--- src/rtl/legv8_encoder.sv ---
// Assembles symbolic LEGv8 commands into 32-bit words and streams them into instruction memory.
// Optional LEGV8_ENC_TRAP_EN: illegal ops are written as 32'h0 instead of being dropped.
module legv8_encoder #(
  parameter int ADDR_W    = 6,
  parameter int BASE_ADDR = 0
) (
  input  logic              clk_i,
  input  logic              reset_i,
  input  logic              clear_i,
  input  logic              cmd_valid_i,
  output logic              cmd_ready_o,
  input  logic [3:0]        cmd_op_i,
  input  logic [4:0]        cmd_rd_i,
  input  logic [4:0]        cmd_rn_i,
  input  logic [4:0]        cmd_rm_i,
  input  logic [18:0]       cmd_imm_i,
  output logic              imem_we_o,
  input  logic              imem_ready_i,
  output logic [ADDR_W-1:0] imem_addr_o,
  output logic [31:0]       imem_wdata_o,
  output logic [ADDR_W:0]   count_o,
  output logic              full_o,
  output logic              err_o
);

  localparam logic [ADDR_W-1:0] BASE = ADDR_W'(BASE_ADDR);
  localparam logic [ADDR_W-1:0] LAST = '1;

  typedef enum logic [1:0] {S_IDLE, S_WRITE, S_FULL} state_t;

  state_t              state_q;
  logic [ADDR_W-1:0]   addr_q;
  logic [31:0]         wdata_q;
  logic [ADDR_W:0]     count_q;
  logic                we_q;
  logic                full_q;
  logic                err_q;

  logic [31:0]         word_d;
  logic                illegal;
  logic                last;
  logic                acc;
  logic                wr_acc;

  always_comb begin
    word_d = 32'h0000_0000;
    case (cmd_op_i)
      4'd0: word_d = {11'h458, cmd_rm_i, 6'b0, cmd_rn_i, cmd_rd_i};
      4'd1: word_d = {11'h658, cmd_rm_i, 6'b0, cmd_rn_i, cmd_rd_i};
      4'd2: word_d = {11'h450, cmd_rm_i, 6'b0, cmd_rn_i, cmd_rd_i};
      4'd3: word_d = {11'h550, cmd_rm_i, 6'b0, cmd_rn_i, cmd_rd_i};
      4'd4: word_d = {11'h6B0, 5'b11111, 6'b0, cmd_rn_i, 5'b0};
      4'd5: word_d = 32'hD69F_03E0;
      4'd6: word_d = {11'h6A9, cmd_imm_i[15:0], cmd_rd_i};
      4'd7: word_d = {11'h7C2, cmd_imm_i[8:0], 2'b00, cmd_rn_i, cmd_rd_i};
      4'd8: word_d = {11'h7C0, cmd_imm_i[8:0], 2'b00, cmd_rn_i, cmd_rd_i};
      4'd9: word_d = {8'hB4, cmd_imm_i, cmd_rd_i};
      default: word_d = 32'h0000_0000;
    endcase
  end

  assign illegal = (cmd_op_i > 4'd9);
  assign last    = (addr_q == LAST);

  // Back-to-back accept only while the current write completes and is not the final address.
  assign cmd_ready_o = reset_i && !clear_i &&
                       ((state_q == S_IDLE) ||
                        (state_q == S_WRITE && imem_ready_i && !last));
  assign acc = cmd_valid_i && cmd_ready_o;

`ifdef LEGV8_ENC_TRAP_EN
  assign wr_acc = acc;
`else
  assign wr_acc = acc && !illegal;
`endif

  always_ff @(posedge clk_i) begin
    if (!reset_i) begin
      state_q <= S_IDLE;
      addr_q  <= BASE;
      wdata_q <= 32'h0000_0000;
      count_q <= '0;
      we_q    <= 1'b0;
      full_q  <= 1'b0;
      err_q   <= 1'b0;
    end else if (clear_i) begin
      state_q <= S_IDLE;
      addr_q  <= BASE;
      count_q <= '0;
      we_q    <= 1'b0;
      full_q  <= 1'b0;
    end else begin
      if (acc && illegal) err_q <= 1'b1;
      case (state_q)
        S_IDLE: begin
          if (wr_acc) begin
            wdata_q <= word_d;
            we_q    <= 1'b1;
            state_q <= S_WRITE;
          end
        end
        S_WRITE: begin
          if (imem_ready_i) begin
            count_q <= count_q + (ADDR_W+1)'(1);
            addr_q  <= addr_q + ADDR_W'(1);
            if (last) begin
              we_q    <= 1'b0;
              full_q  <= 1'b1;
              state_q <= S_FULL;
            end else if (wr_acc) begin
              wdata_q <= word_d;
            end else begin
              we_q    <= 1'b0;
              state_q <= S_IDLE;
            end
          end
        end
        default: begin
          we_q <= 1'b0;
        end
      endcase
    end
  end

  assign imem_we_o    = we_q;
  assign imem_addr_o  = addr_q;
  assign imem_wdata_o = wdata_q;
  assign count_o      = count_q;
  assign full_o       = full_q;
  assign err_o        = err_q;

endmodule

--- config.mk ---
export PLATFORM = sky130hd
export DESIGN_NAME = legv8_encoder
export DESIGN_NICKNAME = d
export VERILOG_FILES = /design/src/rtl/legv8_encoder.sv
export SDC_FILE = /design/constraint.sdc
export NUM_CORES = 1
export LEC_CHECK = 0
export ABC_AREA = 1
export CELL_PAD_IN_SITES_DETAIL_PLACEMENT = 1
export CELL_PAD_IN_SITES_GLOBAL_PLACEMENT = 1
export CORE_MARGIN = 2
export CORE_UTILIZATION = 30
export CTS_CLUSTER_SIZE = 12
export DETAILED_ROUTE_END_ITERATION = 6
export PLACE_DENSITY_LB_ADDON = 0.1
export SLEW_MARGIN = 25
export SYNTH_ARGS = -nofsm -noshare
export SYNTH_HDL_FRONTEND = slang
export SYNTH_SLANG_ARGS = --single-unit
export TNS_END_PERCENT = 50
--- constraint.sdc ---
create_clock -name clk_i -period 1.91 [get_ports clk_i]
set_input_delay 0.382 -clock clk_i [delete_from_list [all_inputs] [get_ports clk_i]]
set_output_delay 0.382 -clock clk_i [all_outputs]
set_load 0.05 [all_outputs]
---- After elaboration in Yosys (flattened, before gate mapping) ----
Cells that the tools add are included.
word-level totals
  flip-flop bits (word level) ............. 50
  input bits .............................. 43
  output and inout port bits .............. 49
  logic and storage cells ................. 63
operators by class
  add/subtract/negate cells ............... 2
  magnitude comparators ................... 1
  equal/unequal tests ..................... 15
  multiplexer cells ....................... 15
  bitwise gates (word level) .............. 2
  reduce and logical (&&, ||, !) cells .... 21
operators by type and width
  kind                                                  count
  one-hot mux 32 bit (10 select lines)                  1
  two-way mux 32 bit                                    3
  one-hot mux 32 bit (2 select lines)                   1
  equality test 4 x 3 -> 1 bit, second input constant   4
  equality test 4 x 2 -> 1 bit, second input constant   2
  equality test 4 bit, second input constant            2
  two-way mux 2 bit                                     4
  AND reduction 4 bit                                   2
  adder 7 x 1 -> 7 bit, second input constant           1
  logical AND 1 bit                                     7
  adder 6 x 1 -> 6 bit, second input constant           1
  equality test 6 bit, second input constant            1
  != test 2 bit, second input constant                  3
  AND reduction 3 bit                                   2
  equality test 4 x 1 -> 1 bit, second input constant   1
  greater-than comparator 4 bit, second input constant  1
  logical NOT 4 bit                                     1
  two-way mux 1 bit                                     4
  one-hot mux 2 bit (2 select lines)                    1
  AND reduction 2 bit                                   2
  logical NOT 1 bit                                     3
  != test 3 bit, second input constant                  1
  equality test 2 x 1 -> 1 bit, second input constant   1
  logical NOT 2 bit                                     1
  5 further kinds                                       6

---- Depth between registers and ports, before layout ----
Gate-level depths: netlist (run 1).
  depth in word-level cells ............... 11
  gate-level depth with buffers ........... 11
  mapped depth without buffers ............ 11

---- Worst setup path before layout (run 1) ----
OpenSTA, ideal clock, no wires.
  path kind ............................... register to register
  from .................................... register addr_q[0], in the netlist imem_addr_o[0]
  to ...................................... register we_q, in the netlist imem_we_o
  setup time .............................. 70 ps
  arrival time ............................ 2279 ps
  required time ........................... 1840 ps
  path slack .............................. -438 ps
  stages on the path, launching flop included .. 11
  path buffers ............................ 0
  period minus slack after synthesis ...... 2348 ps
  cell sequence ........................... dfxtp_1 ha_1 nand2_1 inv_1 nand2_1 nand2_2 a21oi_1 nand4_1 nand3_1 nand2_1 a21oi_1
on the way
  cells in the longest elaborated chain, start to end .. 9
  elaborated cells on any way between the ends .. 13
  those cells by class .................... eq/ne: 3; mux: 3; reduce/logical: 7
RTL lines
  what                                                      line  source
  start: declaration                                        32    logic [ADDR_W-1:0] addr_q;
  start signal: assignment                                  105   addr_q <= addr_q + ADDR_W'(1);
  equality test 6 bit *                                     63    assign last = (addr_q == LAST);
  logical NOT 1 bit *                                       68    (state_q == S_WRITE && imem_ready_i && !last));
  logical AND 1 bit *                                       68
  logical OR 1 bit *                                        67    ((state_q == S_IDLE) ||
  logical AND 1 bit *                                       66    assign cmd_ready_o = reset_i && !clear_i &&
  via cmd_ready_o                                           11    output logic cmd_ready_o,
  logical AND 1 bit *                                       69    assign acc = cmd_valid_i && cmd_ready_o;
  logical AND 1 bit *                                       74    assign wr_acc = acc && !illegal;
  != test 3 bit (no line) or != test 2 bit (tied branches)  --
  AND reduction 3 bit (no line) *                           --
  end signal: assignment                                    83    we_q <= 1'b0;
  end signal: assignment                                    90    we_q <= 1'b0;
  end signal: assignment                                    98    we_q <= 1'b1;
  end: declaration                                          35    logic we_q;
The timed path passes the listed nets; every way through them passes the cells marked *. The select of a mux whose other input is x is not followed.
A chain may end at the register's enable or synchronous reset.

---- Worst setup path after layout (run 1) ----
  from .................................... register wdata_q[16], in the netlist imem_wdata_o[16]
  to ...................................... output imem_wdata_o[16]
RTL lines
  what                      line  source
  start: declaration        33    logic [31:0] wdata_q;
  start signal: assignment  97    wdata_q <= word_d;
  start signal: assignment  111   wdata_q <= word_d;
  end: declaration          20    output logic [31:0] imem_wdata_o,
No word-level cell between the ends.

==> results of run 1 <==
## logic make-up (layout without fill, tap and decap cells)
logic type	count (synthesis)	count (layout)	share of synthesized area
and+or+nand+nor	110	110	0.234
AOI/OAI and AO/OA	93	93	0.224
DFF	50	50	0.441
buffers and inverters	46	168	0.0904
adders and majority gates	2	2	0.0110
## registers in the layout, summed over array words and instances, names as in the netlist
register,flops
imem_wdata_o,32
count_o,7
full_o,1
imem_addr_o,6
err_o,1
state_q,2
imem_we_o,1
## repair_timing
item / CTS / global route
resized for setup: 7 / 4
endpoints found under the setup margin: 3 / 3
endpoints found under the hold margin: 0 / 0
pin swaps: 2 / 2
gates cloned: 0 / 0
setup buffers: 2 / 0
## worst min path at each step
stage	slack [ns]	startpoint	cells after the start	end
2_1_floorplan	0.47	state_q[1]	2	state_q[1]
3_3_place_gp	0.44	err_o	2	err_o
3_5_place_dp	0.45	full_o	2	full_o
4_1_cts	0.46	full_o	2	full_o
5_1_grt	0.49	imem_wdata_o[31]	1	imem_wdata_o[31]
6_report	0.46	full_o	2	full_o
## metrics by stage
stage | setup slack, ns | cell area [sq um]
4_1_cts | 0.00653 | 3600
5_1_grt | 0.00501 | 3610
3_3_place_gp | -0.0955 | 3510
2_1_floorplan | 0.0528 | 2280
3_5_place_dp | -0.175 | 3510
6_report | 0.0527 | 3610
## routing by layer
metal / part of all wire / track usage / wire length [microns] / up-vias
met5: 0 / 0 / 0 / -
met4: 0.012 / 0.0492 / 87 / 0
met3: 0.051 / 0.0324 / 381 / 7
met2: 0.50 / 0.330 / 3740 / 60
met1: 0.43 / 0.218 / 3210 / 1203
li1: - / - / - / 1268
## power groups by stage
| stage | registers [mW] | clock network [mW] | logic, mW |
|---|---|---|---|
| detailed placement | 1.10 | 0 | 0.433 |
| CTS | 1.08 | 0.645 | 0.437 |
| global route | 1.08 | 0.679 | 0.466 |
| finish | 1.08 | 0.621 | 0.433 |
| floorplan | 1.18 | 0 | 0.126 |
| global placement | 1.10 | 0 | 0.430 |
## layout make-up
| type | instances | share of cell area |
|---|---|---|
| Clock inverter | 2 | 0.00415 |
| Timing Repair Buffer | 126 | 0.330 |
| Clock buffer | 5 | 0.0190 |
| Tap cell | 99 | 0.0343 |
| Sequential cell | 50 | 0.277 |
| Multi-Input combinational cell | 205 | 0.299 |
| Inverter | 35 | 0.0363 |
## placed cells by master, fill, tap and decap left out
| master | instances |
|---|---|
| a211oi_1 | 1 |
| a21oi_1 | 34 |
| a21oi_4 | 1 |
| a22oi_1 | 1 |
| a31oi_1 | 20 |
| and3_1 | 1 |
| buf_12 | 5 |
| buf_4 | 49 |
| clkbuf_8 | 5 |
| clkdlybuf4s50_1 | 66 |
| clkinvlp_4 | 2 |
| dfxtp_1 | 49 |
| dfxtp_2 | 1 |
| dlygate4sd2_1 | 3 |
| dlymetal6s2s_1 | 3 |
| ha_1 | 1 |
| ha_2 | 1 |
| inv_1 | 29 |
| inv_2 | 6 |
| nand2_1 | 54 |
| nand2_2 | 5 |
| nand3_1 | 16 |
| nand4_1 | 5 |
| nand4_4 | 1 |
| nor2_1 | 17 |
| nor2_2 | 2 |
| nor2_8 | 2 |
| nor3_1 | 5 |
| nor3b_1 | 1 |
| nor4_2 | 1 |
| o21a_1 | 2 |
| o21ai_0 | 26 |
| o21ai_1 | 4 |
| o22ai_1 | 3 |
| o311ai_0 | 1 |
## worst reg2reg max path, stage by stage (launching register included)
cell	delay, ns
dfxtp_2	0.34
ha_2	0.18
nand2_1	0.08
inv_1	0.05
nand2_2	0.07
nand2_2	0.07
buf_4	0.14
nand2_2	0.08
nand4_4	0.08
buf_4	0.18
a21oi_1	0.23
a21oi_1	0.07
nor2_1	0.09
==> results.toml, run 1 <==
[sta]
skew_ns = 0.0113
tns_ns = 0
fin_crit_ns = 1.86
fmax_mhz = 538
slew_viol_final = 0
finalSetupViolCount = 0
slew_headroom = 0.655
rsz0062_at_grt = "no"
tightest_slew_ns = 0.516
hold_violations = 0
layout_worst_path_cycle_share = 0.972
hold_slack_ns = 0.458

[cts]
cts.sinks = 50
cts_inserted_buffers = 5
cts_tree = "built"
cts_buffer_depth = 2
clock_latency_ns = 0.31
postCtsHoldBufs = 0
cts_max_level = 2
cts_root_buf = "clkbuf_8"
path_clk_slew_ns = 0.10

[synthesis]
synth_area_leader_cell = "dfxtp_1"
syn_area_per_cell_sq_um = 7.54
ys_seq_elements = 50
synth_common_cells = "nand2_1, dfxtp_1, a21oi_1"
syn_area_sq_um = 2270
synth_ff_type = "dfxtp_1"
synth.net_count = 346
yosysUniqueCellTypes = 30
yosysWarnings = 0
yosysMostFrequentCell = "nand2_1"
synth.area.top_cells = "dfxtp_1, nand2_1, a21oi_1"
synth-edff-count = 0
ys_seq_area_frac = 0.441
yosysTopAreaCellShare = 0.441
synth_cells = 301
async_reset_ff_frac = 0

[finish]
final_cell_count_no_fill = 522
area_growth_pct = 59.2
drive_gt1_frac = 0.191
ff_latch_area_sq_um = 1000
final_util = 0.496
nNetsFinal = 468
multiInputGateArea_sq_um = 1080
antennaDiodeCount = 0
fill_cells = 940

[power]
switching_power_mw = 0.619
vdd_ir_drop_max_v = 0.000281
total_power_mw = 2.13
swShare = 0.290
power.internal_mw = 1.51
p_clk_frac = 0.291
p_leak_nw = 1.49
seqPwrFrac = 0.506
powerDensity_nw_per_um2 = 590
comb_power_share = 0.203

[placed_design]
dp_hpwl_mm = 5.65
routabilityCongestion = 0.743
numPortBuffers = 91
dp.cells = 513

[setup_path]
worstSetupStartpointType = "flop"
crit-reg2reg-launch = "imem_addr_o[0]"
r2r_slack_ns = 0.17
cp_num_buf_inv = 1
critPathCaptureType = "output port"
cp.depth = 1
crit_family = "buffers and inverters"
cp-endpoint = "imem_wdata_o[16]"
crit_path_top_delay_cell = "clkdlybuf4s50_1"
crit_type = "reg -> out"
worstPathCellList = "clkdlybuf4s50_1"
r2r_cells = 12
startpoint = "imem_wdata_o[16]"
reg2reg_to = "imem_wdata_o[27]"
slowest_delay_ns = 0.82
cp.required_ns = 1.53
worstPathArrival_ns = 1.48
cp_max_fo = 2

[floorplanning]
core_sq_um = 7290
fp.dieArea_sq_um = 8280
die_y_microns = 91.0
die_w_microns = 91.0
num_rows = 31
start_util = 0.311
boundaryPins = 92

[routing]
final_antenna_net_count = 0
vias = 2538
drtPass1Iterations = 4
routed_via_density = 4.86
route.detailed.drc = 0
drt_iter0_markers = 63
wl_per_cell_microns = 14.2
drt-total-wl_mm = 7.41

[global_routing]
grt_pass1_vias = 2556
grt_pass1_wl_mm = 12.2
grt_usage = 0.181
grt_max_degree = 33
grt_overflow_total = 0
antenna_found_initial = 0

[outcome]
status = "finished clean"

[min_path]
hp-class = "reg -> reg"

[flow_run]
timing.max_cap.violations = 0
(Power assumes the default switching activity.)
==> run 2, diff against run 1 <==
- PLACE_DENSITY: not set -> 0.77
- PLACE_DENSITY_LB_ADDON: 0.1 -> not set
- RECOVER_POWER: not set -> 50
==> run 2 against run 1 <==
Effect of this change: sequential power about the same; final cell count increased by 0.96%; first-iteration DRC count increased by 7.9%; hold slack improved by 0.0043 ns; routed wire length increased by 1.7%; critical path depth unchanged; flip-flop and latch count unchanged; sequential share of layout area decreased by 0.27 points; final area increased by 0.97%; global-route usage increased by 0.056 points; largest cell class unchanged.
==> results.toml, run 2 (synthesized netlist as in run 1, its figures left out) <==
[sta]
slew_headroom = 0.566
fin_crit_ns = 1.86
finalSetupViolCount = 0
tightest_slew_ns = 0.654
hold_violations = 0
tns_ns = 0
fmax_mhz = 537
slew_viol_final = 0
rsz0062_at_grt = "yes"
skew_ns = 0.00407
layout_worst_path_cycle_share = 0.975

[power]
powerDensity_nw_per_um2 = 626
total_power_mw = 2.28
vdd_ir_drop_max_v = 0.000255
p_leak_nw = 1.58

[setup_path]
worstPathArrival_ns = 1.48
startpoint = "imem_wdata_o[5]"
reg2reg_to = "imem_wdata_o[28]"
r2r_slack_ns = 0.32
critPathCaptureType = "output port"
crit-reg2reg-launch = "imem_addr_o[0]"
cp_max_fo = 2
worstSetupStartpointType = "flop"
r2r_cells = 10
crit_path_top_delay_cell = "clkdlybuf4s50_1"
cp_num_buf_inv = 1
slowest_delay_ns = 0.81
worstPathCellList = "clkdlybuf4s50_1"
crit_type = "reg -> out"
cp.required_ns = 1.53
crit_family = "buffers and inverters"

[min_path]
hp-class = "reg -> reg"
worstHoldStart = "full_o"
whs_endpoint = "full_o"
hold_depth = 2

[floorplanning]
boundaryPins = 92
die_w_microns = 91.0
core_sq_um = 7290
die_y_microns = 91.0
num_rows = 31
start_util = 0.311
fp.dieArea_sq_um = 8280

[cts]
cts_tree = "built"
clock_latency_ns = 0.31
cts_max_level = 2
cts_inserted_buffers = 5
path_clk_slew_ns = 0.10
cts_buffer_depth = 2
postCtsHoldBufs = 0
cts.sinks = 50
cts_root_buf = "clkbuf_8"

[finish]
antennaDiodeCount = 0
largest_reg_flops = 32
area_growth_pct = 60.7
nNetsFinal = 472
final_cell_count_no_fill = 527
final_common_cell = "clkdlybuf4s50_1"
drive_gt1_frac = 0.173
layout_common_cells = "clkdlybuf4s50_1, nand2_1, dfxtp_1"

[placed_design]
routabilityCongestion = 0.756
numPortBuffers = 91
dp_hpwl_mm = 5.85
dp.cells = 516

[global_routing]
grt_pass1_wl_mm = 12.3
grt_pass1_vias = 2582
grt_overflow_total = 0
antenna_found_initial = 0
grt_max_degree = 32
grt_usage = 0.182

[outcome]
status = "finished clean"

[flow_run]
timing.max_cap.violations = 0

[routing]
final_antenna_net_count = 0
drt_iter0_markers = 68
vias = 2544
drtPass1Iterations = 4
routed_via_density = 4.83
drt-total-wl_mm = 7.54
route.detailed.drc = 0
wl_per_cell_microns = 14.3
[run 2: cell count changes in the layout (fill, tap and decap cells not counted), sizes merged]
cell	previous run	this run
clkdlybuf4s50	66	62
buf	54	46
bufinv	0	1
dlymetal6s2s	3	9
dlygate4sd2	3	0
clkbuf	5	18
[run 2: worst max-delay path by stage]
stage,end,slack (ns),cells after the start
CTS,count_o[2],0.01,1
detailed placement,imem_wdata_o[28],-0.19,9
global placement,imem_wdata_o[28],-0.06,9
finish,imem_wdata_o[5],0.05,1
floorplan,imem_wdata_o[6],0.05,11
global route,cmd_ready_o,-0.02,7
[run 2: power breakdown]
group          total (mW)  internal [mW]  switching [mW]  leakage [nW]
logic               0.432          0.194           0.238          1.12
registers            1.08           1.07          0.0126         0.405
clock network       0.773          0.390           0.383        0.0504
[run 2: timing repair]
item                                    CTS  global route
endpoints found under the setup margin    1            10
gates resized for setup                   5            10
pin swaps                                 3             1
buffers inserted                          3             0
gates cloned                              0             0
[run 2: final cells by class]
| type | instances | area, sq um |
|---|---|---|
| clock inverter | 3 | 45.0 |
| fill | 928 | 3640 |
| clock buffer | 5 | 68.8 |
| multi-input combinational | 205 | 1090 |
| tap | 99 | 124 |
| timing repair buffer | 130 | 1190 |
| inverter | 35 | 131 |
| sequential | 50 | 1000 |
[run 2: metrics by stage]
| step | setup WS [ns] | util | hold WS (ns) | instance area [sq um] |
|---|---|---|---|---|
| floorplan | 0.0528 | - | 0.475 | 2280 |
| detailed placement | -0.186 | 0.484 | 0.456 | 3530 |
| global placement | -0.0636 | 0.484 | 0.442 | 3530 |
| CTS | 0.0110 | 0.504 | 0.471 | 3670 |
| global route | -0.0157 | 0.501 | 0.484 | 3650 |
| finish | 0.0468 | 0.501 | 0.463 | 3650 |
[run 2: per-layer routing]
metal,wire [microns],part of all wire,global-route usage,vias up
met5,0,0,0,-
met4,68,0.0090,0.0379,0
met1,3300,0.44,0.219,1191
met2,3730,0.50,0.328,66
li1,-,-,-,1281
met3,432,0.057,0.0432,6
